==> config.mk <==
export PLATFORM = sky130hd
export DESIGN_NAME = branch_resolver
export DESIGN_NICKNAME = d
export VERILOG_FILES = /design/src/rtl/branch_resolver.sv
export SDC_FILE = /design/constraint.sdc
export NUM_CORES = 1
export LEC_CHECK = 0
export ABC_AREA = 1
export CORE_MARGIN = 2
export CORE_UTILIZATION = 55
export DETAILED_ROUTE_END_ITERATION = 12
export PLACE_DENSITY = 0.83
export SLEW_MARGIN = 20
export SYNTH_ARGS = -nofsm -noshare
export SYNTH_HDL_FRONTEND = slang
export SYNTH_SLANG_ARGS = --single-unit
==> constraint.sdc <==
create_clock -name clk -period 20 [get_ports clk]
set_clock_uncertainty 0.05 [all_clocks]
set_input_delay 4 -clock clk [delete_from_list [all_inputs] [get_ports clk]]
set_output_delay 4 -clock clk [all_outputs]
set_load 0.01 [all_outputs]
==> src/rtl/branch_resolver.sv <==
// Branch/jump resolution stage: evaluates branch conditions from ALU flags, computes redirect
// targets and keeps saturating branch statistics behind a single registered valid/ready stage.
module branch_resolver #(
    parameter int WORDSIZE      = 64,
    parameter int COUNTER_WIDTH = 32
) (
    input  logic                     clk,
    input  logic                     reset,
    input  logic                     flush,
    input  logic                     in_valid,
    output logic                     in_ready,
    input  logic [1:0]               in_op,
    input  logic [2:0]               in_funct3,
    input  logic [WORDSIZE-1:0]      in_pc,
    input  logic [WORDSIZE-1:0]      in_imm,
    input  logic [WORDSIZE-1:0]      in_rs1,
    input  logic                     flag_equal,
    input  logic                     flag_not_equal,
    input  logic                     flag_less,
    input  logic                     flag_u_less,
    output logic                     out_valid,
    input  logic                     out_ready,
    output logic                     out_taken,
    output logic [WORDSIZE-1:0]      out_target,
    output logic [WORDSIZE-1:0]      out_next_pc,
    output logic                     out_illegal,
    output logic                     out_misaligned,
    output logic [COUNTER_WIDTH-1:0] count_branches,
    output logic [COUNTER_WIDTH-1:0] count_taken
);

    typedef enum logic [1:0] {
        OP_BRANCH = 2'b00,
        OP_JAL    = 2'b01,
        OP_JALR   = 2'b10,
        OP_OTHER  = 2'b11
    } op_e;

    logic                accept;
    logic                cond;
    logic                illegal;
    logic                misaligned;
    logic                taken;
    logic [WORDSIZE-1:0] next_pc;
    logic [WORDSIZE-1:0] target;
    logic [WORDSIZE-1:0] jalr_sum;

    assign in_ready = !out_valid || out_ready;
    assign accept   = in_valid && in_ready && !flush;
    assign next_pc  = in_pc + WORDSIZE'(4);
    assign jalr_sum = in_rs1 + in_imm;

    always_comb begin
        cond    = 1'b0;
        illegal = 1'b0;
        target  = in_pc + in_imm;
        case (op_e'(in_op))
            OP_BRANCH: begin
                case (in_funct3)
                    3'b000:  cond = flag_equal;
                    3'b001:  cond = flag_not_equal;
                    3'b100:  cond = flag_less;
                    3'b101:  cond = !flag_less;
                    3'b110:  cond = flag_u_less;
                    3'b111:  cond = !flag_u_less;
                    default: illegal = 1'b1;
                endcase
            end
            OP_JAL: cond = 1'b1;
            OP_JALR: begin
                cond   = 1'b1;
                target = jalr_sum & ~WORDSIZE'(1);
            end
            default: target = next_pc;
        endcase
    end

    // A taken redirect to a non-word-aligned target is reported instead of followed.
    assign misaligned = cond && (target[1:0] != 2'b00);
    assign taken      = cond && !misaligned;

    always_ff @(posedge clk or posedge reset) begin
        if (reset) begin
            out_valid      <= 1'b0;
            out_taken      <= 1'b0;
            out_target     <= '0;
            out_next_pc    <= '0;
            out_illegal    <= 1'b0;
            out_misaligned <= 1'b0;
        end else if (flush) begin
            out_valid <= 1'b0;
        end else if (accept) begin
            out_valid      <= 1'b1;
            out_taken      <= taken;
            out_target     <= target;
            out_next_pc    <= next_pc;
            out_illegal    <= illegal;
            out_misaligned <= misaligned;
        end else if (out_ready) begin
            out_valid <= 1'b0;
        end
    end

    // Statistics saturate at all-ones so a long run never reads back as a small count.
    always_ff @(posedge clk or posedge reset) begin
        if (reset) begin
            count_branches <= '0;
            count_taken    <= '0;
        end else if (accept) begin
            if ((op_e'(in_op) != OP_OTHER) && (count_branches != '1))
                count_branches <= count_branches + COUNTER_WIDTH'(1);
            if (taken && (count_taken != '1))
                count_taken <= count_taken + COUNTER_WIDTH'(1);
        end
    end

endmodule

### After elaboration in Yosys (flattened, before gate mapping)

Index checks and enable logic that the tools add are counted.

* reduce and logical (&&, ||, !) cells: 22
* $add $sub $neg: 5
* equal/unequal tests: 10
* bitwise operators: 1
* multiplexer cells: 8

Operators with widths (number)
* adder 64 bit: 2
* case mux 64 bit (2 select lines): 1
* adder 32 x 1 -> 32 bit (second input constant): 2
* adder 64 x 3 -> 64 bit (second input constant): 1
* inequality test 32 bit (second input constant): 2
* equality test 3 bit (second input constant): 4
* logical AND 1 bit: 6
* case mux 1 bit (6 select lines): 1
* AND reduction 2 bit: 3
* OR reduction 6 bit: 1
* logical NOT 1 bit: 5
* 2-to-1 mux 1 bit: 5
* OR reduction 2 bit: 2
* equality test 3 x 1 -> 1 bit (second input constant): 1
* logical NOT 3 bit: 1
* nonzero test 3 bit: 1
* equality test 2 x 1 -> 1 bit (second input constant): 1
* equality test 2 bit (second input constant): 1
* logical NOT 2 bit: 1
* inequality test 2 bit (second input constant): 1
* case mux 1 bit (2 select lines): 1
* nonzero test 2 bit: 1
* logical OR 1 bit: 1
* NOT 1 bit: 1

* bits in registers: 196
* output and inout bits: 197

### Logic depth before layout (Yosys ltp)

* depth after elaboration: 9
* mapped depth: 19
* depth with buffers taken out: 19

### Least setup slack after synthesis

Ideal clock, no wire load.

* kind: input to output
* start point: in out_ready
* end point: out in_ready
* buffers on the path: 0
* stages on the path: 2
* data arrival time: 4.310 ns
* path slack: 11.640 ns
* path through: nor2_1 > inv_1

* word-level cells in the longest chain between the ends: 1

RTL lines
* start: declaration: line 22 `input logic out_ready,`
* logical OR 1 bit: line 48 `assign in_ready = !out_valid || out_ready;`
* end: declaration: line 11 `output logic in_ready,`

Every way passes these cells.

### Worst setup path in the final report

Ends and elaborated chain as after synthesis.

==> run_results.csv <==
group,metric,value,unit
run_status,status,"finished clean",
die,fp.dieH,207.7,um
final_layout,final_common_cell,"nand2_1",
hold_path,worstHoldEndpoint,"out_next_pc[59]$_DFFE_PP0P_",
setup_path,path_class,"input port to output pin",
die,start_util,0.5574,
setup_path,cp-end-kind,"output pin",
final_layout,layout.cells.non_filler,5046,
timing,rsz0062_at_grt,"false",
die,fp-row-count,74,
setup_path,crit_fanout,2,
setup_path,critPathRequiredTime,15950,ps
clocking,cts_tree,"yes",
synthesis,yosys.area.top_type,"nand2_1",
clocking,cts_hold_buf,0,
run,maxCapViolations,0,
clocking,clock_path_buffers,2,
grt,antenna_found_initial,7,
power,combPwrFrac,0.451,
setup_path,worstReg2RegStart,"out_valid$_DFFE_PP0P_",
place,postPlaceCellArea,27360,sq um
final_layout,fin_util,0.6848,
synthesis,synth_edf_count,0,
synthesis,async_flop_share,1.000,
place,placed_cells,5008,
power,swShare,0.4041,
synthesis,ys_types,49,
routing,dr.first_iter.drc_count,3178,
synthesis,synthesis.area,22810,sq um
timing,hold_viol_final,0,
grt,grt_max_degree,129,
place,place.gp.congestion,1.063,
power,power,1.646,mW
power,clkPwrFrac,0.236,
power,ir_drop,0.00006661,V
place,dp.final_hpwl,78130,um
synthesis,synth_nets,4460,
setup_path,start_kind,"input port",
synthesis,synth_seq_cells,196,
final_layout,synthToLayoutAreaGrowth,22.85,%
synthesis,synth_area_leaders,"nand2_1, dfrtp_1, inv_1, ha_1, nor2_1",
timing,slew_violations,0,
clocking,numCtsBuffers,17,
setup_path,timing.rr.end,"count_branches[20]$_DFFE_PP0P_",
grt,grt_pass1_vias,25590,
clocking,ctsResizeCount,0,
routing,drcViolationCount,0,
power,seq_power_share,0.313,
place,portBuffers,402,
routing,routedWlPerCell,18.51,um
power,leakage,15.77,nW
synthesis,synth_cells,4120,
clocking,h-tree-depth,4,
setup_path,reg2reg_depth,12,
clocking,post_cts.repair.setup_buffers,0,
setup_path,arrival,5230,ps
routing,via_per_inst,5.504,
routing,drtAntennaViolNets,0,
synthesis,synth_seq_area_share,0.2150,
timing,tightest_slew,1012,ps
power,p_per_area,58.74,nW/um^2
routing,first_pass_iters,6,
clocking,cts.sinks,196,
synthesis,avgSynthCellArea,5.537,sq um
synthesis,ys_warn_count,0,
power,power.switching,0.6652,mW
timing,min_period_over_period,0.4642,
final_layout,fill_cells,3867,
hold_path,hold_class,"flop to flop",
setup_path,rrSetupSlack,16120,ps
timing,slew_headroom,0.3255,
hold_path,whs_path_depth,2,
synthesis,synth_ff_type,"dfrtp_1",
clocking,ctsRootBufferMaster,"clkbuf_16",
synthesis,netlist.area_leader.share,0.3000,
die,core-area,40920,sq um
final_layout,layout-drive-gt1-share,0.02041,
place,pre_cts_slack,10710,ps
clocking,worstSkewPairLatency,450,ps
timing,maxClockFrequency,107.7,MHz
routing,num_vias,27780,
grt,gr-total-overflow,0,
die,io_pins,403,
die,dieArea,43120,sq um
die,dieWidth,207.7,um
routing,wirelength,93410,um
grt,grt_pass1_wl,141600,um
timing,min_period,9284,ps
final_layout,mostFrequentLayoutCells,"nand2_1, inv_1, clkdlybuf4s50_1",
final_layout,nets,4835,
grt,grt_usage,0.4226,
timing,layout_setup_ws,10720,ps
timing,whs,431.1,ps
final_layout,final_area,28020,sq um
timing,setup_violations,0,
clocking,cts.clk_slew.worst_paths,70,ps
timing,tns,0,ps
power,p_int,0.9808,mW
hold_path,holdCritStartpoint,"out_next_pc[59]$_DFFE_PP0P_",
cells by family (layout without fill, tap and decap cells):
group,Yosys count,in the layout,synth area share
flops,196,196,0.2150
fa+ha+maj,134,134,0.07416
xor+xnor,122,122,0.04684
compound gates,274,274,0.06911
simple gates,2579,2579,0.4600
buf+inv,815,1203,0.1349
other cells,0,6,0
state kept, by name, summed over array words and instances (netlist names):
register	flops
count_branches	32
count_taken	32
out_illegal	1
out_misaligned	1
out_next_pc	64
out_taken	1
out_target	64
out_valid	1
how the worst max path moves through the flow:
| stage | start | end | slack [ps] | depth (start not counted) |
|---|---|---|---|---|
| floorplan | reset | count_branches[0]$_DFFE_PP0P_ | 10610 | 1 |
| global placement | out_ready | in_ready | 10700 | 4 |
| detailed placement | out_ready | in_ready | 10710 | 4 |
| CTS | out_ready | in_ready | 10710 | 4 |
| global route | out_ready | in_ready | 10650 | 4 |
| finish | out_ready | in_ready | 10720 | 4 |
layout make-up:
| type | count | area [sq um] | area share |
|---|---|---|---|
| multi-input combinational | 3109 | 14840 | 0.5296 |
| timing repair buffer | 409 | 4076 | 0.1455 |
| tap | 532 | 665.6 | 0.02375 |
| inverter | 762 | 2870 | 0.1024 |
| clock inverter | 14 | 222.7 | 0.007947 |
| sequential | 196 | 4905 | 0.1750 |
| clock buffer | 18 | 429.2 | 0.01531 |
| antenna | 6 | 15.01 | 0.0005358 |
power groups by stage:
stage	Clock, mW	Sequential, mW	Combinational [mW]
after CTS	0.388	0.514	0.723
after detailed placement	0	0.520	0.719
after global routing	0.403	0.522	0.802
after global placement	0	0.518	0.708
after floorplan	0	0.535	0.360
final	0.388	0.516	0.742
synth_stat cells (all sizes together), types with 2 or more instances:
cell type  count
nand3        219
a21boi         3
nor4          18
fa             2
o22ai          4
xor2          69
a31oi          3
dfrtp        196
nor2         357
o21bai        11
o211ai        12
clkbuf        28
xnor2         53
nand4         41
nor3          72
or2           16
buf           25
nand2       1827
o31ai          6
a21oi        118
ha           132
o21ai         76
a21o           3
a22oi         34
nand3b        25
inv          762
routing by layer:
metal / part of all wire / global-route usage / vias to the layer above
li1: - / - / 13370
met1: 0.39 / 0.5592 / 12540
met2: 0.44 / 0.6679 / 1571
met3: 0.12 / 0.07368 / 289
met4: 0.054 / 0.2074 / 6
met5: 0.00036 / 0 / -
critical path: stages:
cell and delay, ps:
clkdlybuf4s50_1 390, nor2_1 260, inv_1 90, clkdlybuf4s50_1 480
(Power assumes the default switching activity.)
